--- src/rtl/lfsr_pkg.sv ---
// -----------------------------------------------------------------------------
// lfsr_pkg
// Shared definitions for the parametrised Fibonacci LFSR generator.
//   lfsr_default_taps(width) : maximal-length feedback mask for widths 3..32
//   lfsr_next(state, taps, width) : one Fibonacci step, shifting toward the MSB
// Both the RTL and its reference model call these, so that there is one
// definition of the step.
// -----------------------------------------------------------------------------
package lfsr_pkg;

    localparam int LFSR_MIN_WIDTH = 3;
    localparam int LFSR_MAX_WIDTH = 32;

    // Bit i set means state[i] feeds the XOR. Returns 0 for unsupported widths.
    function automatic logic [31:0] lfsr_default_taps(input int width);
        case (width)
            3:       return 32'h0000_0006;
            4:       return 32'h0000_000C;
            5:       return 32'h0000_0014;
            6:       return 32'h0000_0030;
            7:       return 32'h0000_0060;
            8:       return 32'h0000_00B8;
            9:       return 32'h0000_0110;
            10:      return 32'h0000_0240;
            11:      return 32'h0000_0500;
            12:      return 32'h0000_0829;
            13:      return 32'h0000_100D;
            14:      return 32'h0000_2015;
            15:      return 32'h0000_6000;
            16:      return 32'h0000_D008;
            17:      return 32'h0001_2000;
            18:      return 32'h0002_0400;
            19:      return 32'h0004_0023;
            20:      return 32'h0009_0000;
            21:      return 32'h0014_0000;
            22:      return 32'h0030_0000;
            23:      return 32'h0042_0000;
            24:      return 32'h00E1_0000;
            25:      return 32'h0120_0000;
            26:      return 32'h0200_0023;
            27:      return 32'h0400_0013;
            28:      return 32'h0900_0000;
            29:      return 32'h1400_0000;
            30:      return 32'h2000_0029;
            31:      return 32'h4800_0000;
            32:      return 32'h8020_0003;
            default: return 32'h0000_0000;
        endcase
    endfunction

    // One Fibonacci step: feedback is the parity of the tapped bits and it
    // enters at bit 0 while the register shifts up. Bits at and above width
    // are forced to zero so narrow registers can share this 32-bit helper.
    function automatic logic [31:0] lfsr_next(input logic [31:0] state,
                                              input logic [31:0] taps,
                                              input int          width);
        logic        fb;
        logic [31:0] mask;
        fb   = ^(state & taps);
        mask = (width >= 32) ? 32'hFFFF_FFFF : ((32'd1 << width) - 32'd1);
        return ((state << 1) | {31'd0, fb}) & mask;
    endfunction

endpackage

--- src/rtl/lfsr_gen_period_ctr.sv ---
// -----------------------------------------------------------------------------
// lfsr_period_ctr
// Counts LFSR steps since the reference seed was last seen. It raises a
// one-cycle wrap pulse when the state returns to that seed and records the
// cycle length in period.
//   clk, rst          : clock, asynchronous active-low reset
//   step_i            : the shift register advances this cycle
//   restart_i         : a seed load this cycle; it takes a new reference
//   restart_seed_i    : the reference value that restart_i takes
//   next_state_i      : the value that the shift register takes on a step
//   wrap_o            : registered pulse, coincident with out == reference
//   period_o          : step count of the last completed cycle
// -----------------------------------------------------------------------------
module lfsr_period_ctr #(
    parameter int               WIDTH = 4,
    parameter logic [WIDTH-1:0] SEED  = 1
) (
    input  logic             clk,
    input  logic             rst,
    input  logic             step_i,
    input  logic             restart_i,
    input  logic [WIDTH-1:0] restart_seed_i,
    input  logic [WIDTH-1:0] next_state_i,
    output logic             wrap_o,
    output logic [WIDTH-1:0] period_o
);

    logic [WIDTH-1:0] ref_q,    ref_d;
    logic [WIDTH-1:0] cnt_q,    cnt_d;
    logic [WIDTH-1:0] period_q, period_d;
    logic             wrap_q,   wrap_d;

    always_comb begin
        ref_d    = ref_q;
        cnt_d    = cnt_q;
        period_d = period_q;
        wrap_d   = 1'b0;
        if (restart_i) begin
            ref_d = restart_seed_i;
            cnt_d = '0;
        end else if (step_i) begin
            // A cycle that never comes back lets cnt wrap silently, and
            // period is left untouched.
            if (next_state_i == ref_q) begin
                wrap_d   = 1'b1;
                period_d = cnt_q + WIDTH'(1);
                cnt_d    = '0;
            end else begin
                cnt_d = cnt_q + WIDTH'(1);
            end
        end
    end

    always_ff @(posedge clk or negedge rst) begin
        if (!rst) begin
            ref_q    <= SEED;
            cnt_q    <= '0;
            period_q <= '0;
            wrap_q   <= 1'b0;
        end else begin
            ref_q    <= ref_d;
            cnt_q    <= cnt_d;
            period_q <= period_d;
            wrap_q   <= wrap_d;
        end
    end

    assign wrap_o   = wrap_q;
    assign period_o = period_q;

endmodule

--- src/rtl/lfsr_gen.sv ---
// -----------------------------------------------------------------------------
// lfsr_gen
// Parametrised Fibonacci LFSR pseudo-random generator. It has a step enable,
// a run-time seed load, all-zero lockup protection and period measurement.
//   clk, rst : clock, asynchronous active-low reset
//   en       : advance one step this cycle
//   load     : load seed_in this cycle (takes priority over en)
//   seed_in  : run-time seed; zero is rejected and SEED is used instead
//   out      : current LFSR state (registered)
//   bit_out  : out[WIDTH-1], serial PRBS bit
//   wrap     : one-cycle pulse when out has returned to the reference seed
//   period   : step count of the last completed cycle
//   lockup   : one-cycle pulse when a zero seed was rejected
// -----------------------------------------------------------------------------
module lfsr_gen
    import lfsr_pkg::*;
#(
    parameter int               WIDTH = 4,
    parameter logic [WIDTH-1:0] TAPS  = WIDTH'(lfsr_default_taps(WIDTH)),
    parameter logic [WIDTH-1:0] SEED  = 1
) (
    input  logic             clk,
    input  logic             rst,
    input  logic             en,
    input  logic             load,
    input  logic [WIDTH-1:0] seed_in,
    output logic [WIDTH-1:0] out,
    output logic             bit_out,
    output logic             wrap,
    output logic [WIDTH-1:0] period,
    output logic             lockup
);

    // Reject illegal configurations at elaboration. A zero SEED would lock
    // the register in the all-zero state for good.
    if (WIDTH < LFSR_MIN_WIDTH || WIDTH > LFSR_MAX_WIDTH) begin : g_bad_width
        $error("lfsr_gen: WIDTH must be in 3..32");
    end
    if (SEED == '0) begin : g_bad_seed
        $error("lfsr_gen: SEED must be non-zero");
    end

    logic [WIDTH-1:0] out_q,    out_d;
    logic             lockup_q, lockup_d;
    logic [WIDTH-1:0] next_state;
    logic             seed_ok;
    logic [WIDTH-1:0] load_seed;

    assign next_state = WIDTH'(lfsr_next(32'(out_q), 32'(TAPS), WIDTH));
    assign seed_ok    = (seed_in != '0);
    // The value that a load takes, for the shift register and for the reference.
    assign load_seed  = seed_ok ? seed_in : SEED;

    // NOTE: every output of a combinational block gets a default first, so no
    // path leaves it unassigned and no latch is inferred.
    always_comb begin
        out_d    = out_q;
        lockup_d = 1'b0;
        if (load) begin
            out_d    = load_seed;
            lockup_d = ~seed_ok;
        end else if (en) begin
            out_d = next_state;
        end
    end

    // NOTE: sequential state uses non-blocking assignments, so every flop
    // samples the values from before the edge whatever the statement order.
    always_ff @(posedge clk or negedge rst) begin
        if (!rst) begin
            out_q    <= SEED;
            lockup_q <= 1'b0;
        end else begin
            out_q    <= out_d;
            lockup_q <= lockup_d;
        end
    end

    lfsr_period_ctr #(
        .WIDTH (WIDTH),
        .SEED  (SEED)
    ) u_period_ctr (
        .clk            (clk),
        .rst            (rst),
        .step_i         (en & ~load),
        .restart_i      (load),
        .restart_seed_i (load_seed),
        .next_state_i   (next_state),
        .wrap_o         (wrap),
        .period_o       (period)
    );

    assign out     = out_q;
    assign bit_out = out_q[WIDTH-1];
    assign lockup  = lockup_q;

endmodule
--- config.mk ---
export PLATFORM = sky130hd
export DESIGN_NAME = lfsr_gen
export DESIGN_NICKNAME = d
export VERILOG_FILES = /design/src/rtl/lfsr_pkg.sv /design/src/rtl/lfsr_gen_period_ctr.sv /design/src/rtl/lfsr_gen.sv
export SDC_FILE = /design/constraint.sdc
export NUM_CORES = 1
export LEC_CHECK = 0
export CAP_MARGIN = 20
export CORE_MARGIN = 10
export CORE_UTILIZATION = 30
export CTS_CLUSTER_DIAMETER = 50
export CTS_CLUSTER_SIZE = 20
export DETAILED_ROUTE_END_ITERATION = 10
export DONT_BUFFER_PORTS = 1
export GPL_TIMING_DRIVEN = 0
export SYNTH_ARGS = -nofsm -noshare
export SYNTH_HDL_FRONTEND = slang
export SYNTH_SLANG_ARGS = --single-unit
--- constraint.sdc ---
create_clock -name clk -period 3.7 [get_ports clk]
set_input_delay 0.555 -clock clk [delete_from_list [all_inputs] [get_ports clk]]
set_output_delay 0.555 -clock clk [all_outputs]
set_load 0.02 [all_outputs]
==> summary.md <==
| Metric | Value |
|---|---|
| Max Cap Viol | `0` |
| Area contributors post-synth | `dfrtp_1 (44%), dfstp_2 (5.8%), o21ai_0 (5.0%), mux2_4 (5.0%), xnor2_2 (3.6%)` |
| Main synth FF type | `dfrtp_1` |
| FILL cells | `288` |
| VDD IR max | `211.3 uV` |
| Final nets | `90` |
| Skew-Pair Late Insertion Delay | `290 ps` |
| Syn Inst Count | `75` |
| Critical Path Start Type | `flip-flop` |
| Clk sink count | `18` |
| Final Slew Violations | `0` |
| Final setup vio count | `0` |
| Synth warn | `0` |
| Post-synth top area share | `~44%` |
| Leak | `0.0004373 uW` |
| DRC errors left | `0` |
| Synth area leader | `dfrtp_1` |
| CTS clk-pin slew, worst paths | `100 ps` |
| CTS Buf Count | `3` |
| Final Hold Fails | `0` |
| Max incr delay on CP | `between 500 and 600 ps` |
| Status | `complete, no violations` |
| Yosys reg bits | `18` |
| Placeable Area | `2805 um^2` |
| Most used cells in the layout excluding fill and tap cells | `dfrtp_1 (16), o21ai_0 (9), inv_1 (5)` |
| Commonest non-fill, non-tap cell in the layout | `dfrtp_1` |
| Synthesized Nets | `84` |
| Slew @ Worst Pin | `~740 ps` |
| Cell Pwr Density | `between 400 and 500 nW/um^2` |
| Die area | `5595 um^2` |
| Initial Utilization | `32.11%` |
| Pre-antenna DRT Iters | `4` |
| Area of the multi-input gates | `between 300 and 400 um^2` |
| Post-Route Utilization | `35.15%` |
| Routed WL per cell | `15.44 um` |
| Sequential area share after synthesis | `50.28%` |
| ANT nets after route | `0` |
| Largest net degree at the start of global routing | `17` |
| Post-CTS Repair Setup Buffers | `0` |
| WP buf/inv | `0` |
| Distinct cell type count after synthesis | `28` |
| Die height | `74.80 um` |
| Vias per cell | `5.081` |
| Vias in the first global route | `around 600` |
| First-pass GRT wire length | `2932 um` |
| WHS | `90.60 ps` |
| Crit path capture type | `flip-flop` |
| Post-route minimum period | `1925 ps` |
| CTS max path bufs | `2` |
| Crit-path cells | `xnor3_2 -> nand4_4 -> nor3b_4 -> mux2_4` |
| Worst-case clock skew | `2.787 ps` |
| Total vias in the final route | `~560` |
| CTS HTree Levels | `1` |
| Gr usage total | `6.984%` |
| Num rows | `19` |
| Period utilisation layout | `a little over half` |
| I/O Buffers | `0` |
| First DRT Iteration DRCs | `19` |
| Worst Path Class, Setup | `flip-flop to flip-flop` |
| Initial antenna violation count | `0` |
| Mapped Avg Cell Area | `between 10 and 15 um^2` |
| CP max FO | `5` |
| Max frequency | `0.5196 GHz` |
| IO Pins | `19` |
| Sum Neg Setup Slack | `0 ps` |
| RSZ-0062 raised after global routing | `false` |
| Post-synth EDFFs | `0` |
| Sequential standard cell area | `between 400 and 500 um^2` |
| Slowest stage cell, crit path | `dfrtp_1` |
| Routed WL | `1714 um` |
| CP Data Required Time | `3890 ps` |
| Resize count post-CTS | `0` |
| Worst min-delay path class | `primary input to async pin` |
| Gp weighted congestion | `0.7166` |
| Synthesis-to-finish area growth | `9.444%` |
| Synth Cell Area | `900.9 um^2` |
| Antenna cells | `0` |
| Async SR Flop Fraction | `100.0%` |
| Root buf cell | `clkbuf_4` |
| Slew HR | `50.74%` |
| WP data arrival | `approximately 2100 ps` |
| Total grt overflow | `0` |
| Largest delay share family, worst path | `flip-flops` |
| Die X | `74.80 um` |
| CTS tree | `built` |
| Share of post-route cells with drive strength above 1 | `22.50%` |
| Hold_buf cts | `1` |
==> metrics by stage <==
| step | cells | power (uW) | setup slack (ps) | cell area [um^2] |
|---|---|---|---|---|
| floorplan | 75 | 324.5 | 1896 | 900.9 |
| global placement | 106 | 338.4 | 1777 | 939.7 |
| detailed placement | 106 | 339.8 | 1756 | 939.7 |
| CTS | 111 | 466.6 | 1734 | 985.9 |
| global route | 111 | 488.6 | 1654 | 985.9 |
| finish | 111 | 459.7 | 1775 | 985.9 |
==> cells in the mapped netlist (2+ instances only) <==
| library cell | number |
|---|---|
| nand3b_1 | 2 |
| xnor2_2 | 2 |
| mux2i_1 | 3 |
| dfrtp_1 | 16 |
| nand2_1 | 3 |
| inv_1 | 5 |
| nand3_1 | 3 |
| clkbuf_1 | 2 |
| mux2_4 | 3 |
| xnor2_1 | 3 |
| nand2b_1 | 4 |
| dfstp_2 | 2 |
| mux2_2 | 2 |
| a21oi_1 | 3 |
| o21ai_0 | 9 |
==> sequential cells by signal (all words and copies together) (netlist names) <==
register and flops:
u_period_ctr.period_o 4, u_period_ctr.ref_q 4, lockup 1, u_period_ctr.wrap_o 1
out 4, u_period_ctr.cnt_q 4
==> kinds of logic after synthesis <==
logic type,share of synthesized area (%)
AND/OR/NAND/NOR,13.47
adder cells (fa/ha/maj),1.389
XOR/XNOR,10.14
buffers and inverters,5.417
multiplexers,10.83
flip-flops,50.28
AO/OA/AOI/OAI,8.472
==> power breakdown <==
| part | switching, uW | leakage [uW] | internal (uW) |
|---|---|---|---|
| logic | 35.5 | 0.000191 | 43.3 |
| clock network | 61.8 | 0.0000210 | 59.9 |
| registers | 39.6 | 0.000225 | 219 |
| total | 137 | 0.000437 | 323 |
==> worst reg2reg max path, delay by kind of cell, from the launching register on <==
kind | cells | cell delay, ps
simple gates | 2 | 500
mux | 1 | 330
flops | 1 | 520
xor+xnor | 1 | 470
==> final cells by class <==
cell class,count,area share (%)
Sequential cell,18,45.94
Timing Repair Buffer,1,1.015
Clock buffer,4,3.680
Inverter,5,1.904
Buffer,5,3.046
Tap cell,31,3.934
Multi-Input combinational cell,47,40.48
==> path summary, 6_finish.rpt <==
kind                                        from                       end  slack (ps)  depth (start not counted)
min                                          rst     u_period_ctr.ref_q[0]          90                          0
max in group asynchronous                    rst     u_period_ctr.cnt_q[0]        2480                          1
max reg2reg                               out[3]  u_period_ctr.period_o[1]        1780                          4
min reg2reg                u_period_ctr.ref_q[0]     u_period_ctr.ref_q[0]         490                          2
min in group clk                      seed_in[0]                    lockup         320                          1
max                                       out[3]  u_period_ctr.period_o[1]        1780                          4
==> layer usage <==
metal	global-route usage [%]	routed length, um	vias to the layer above
li1	-	-	266
met1	7.798	710	277
met2	10.66	763	19
met3	5.125	225	2
met4	1.261	15	0
met5	0	0	-
Power figures use the tool's default switching activity.
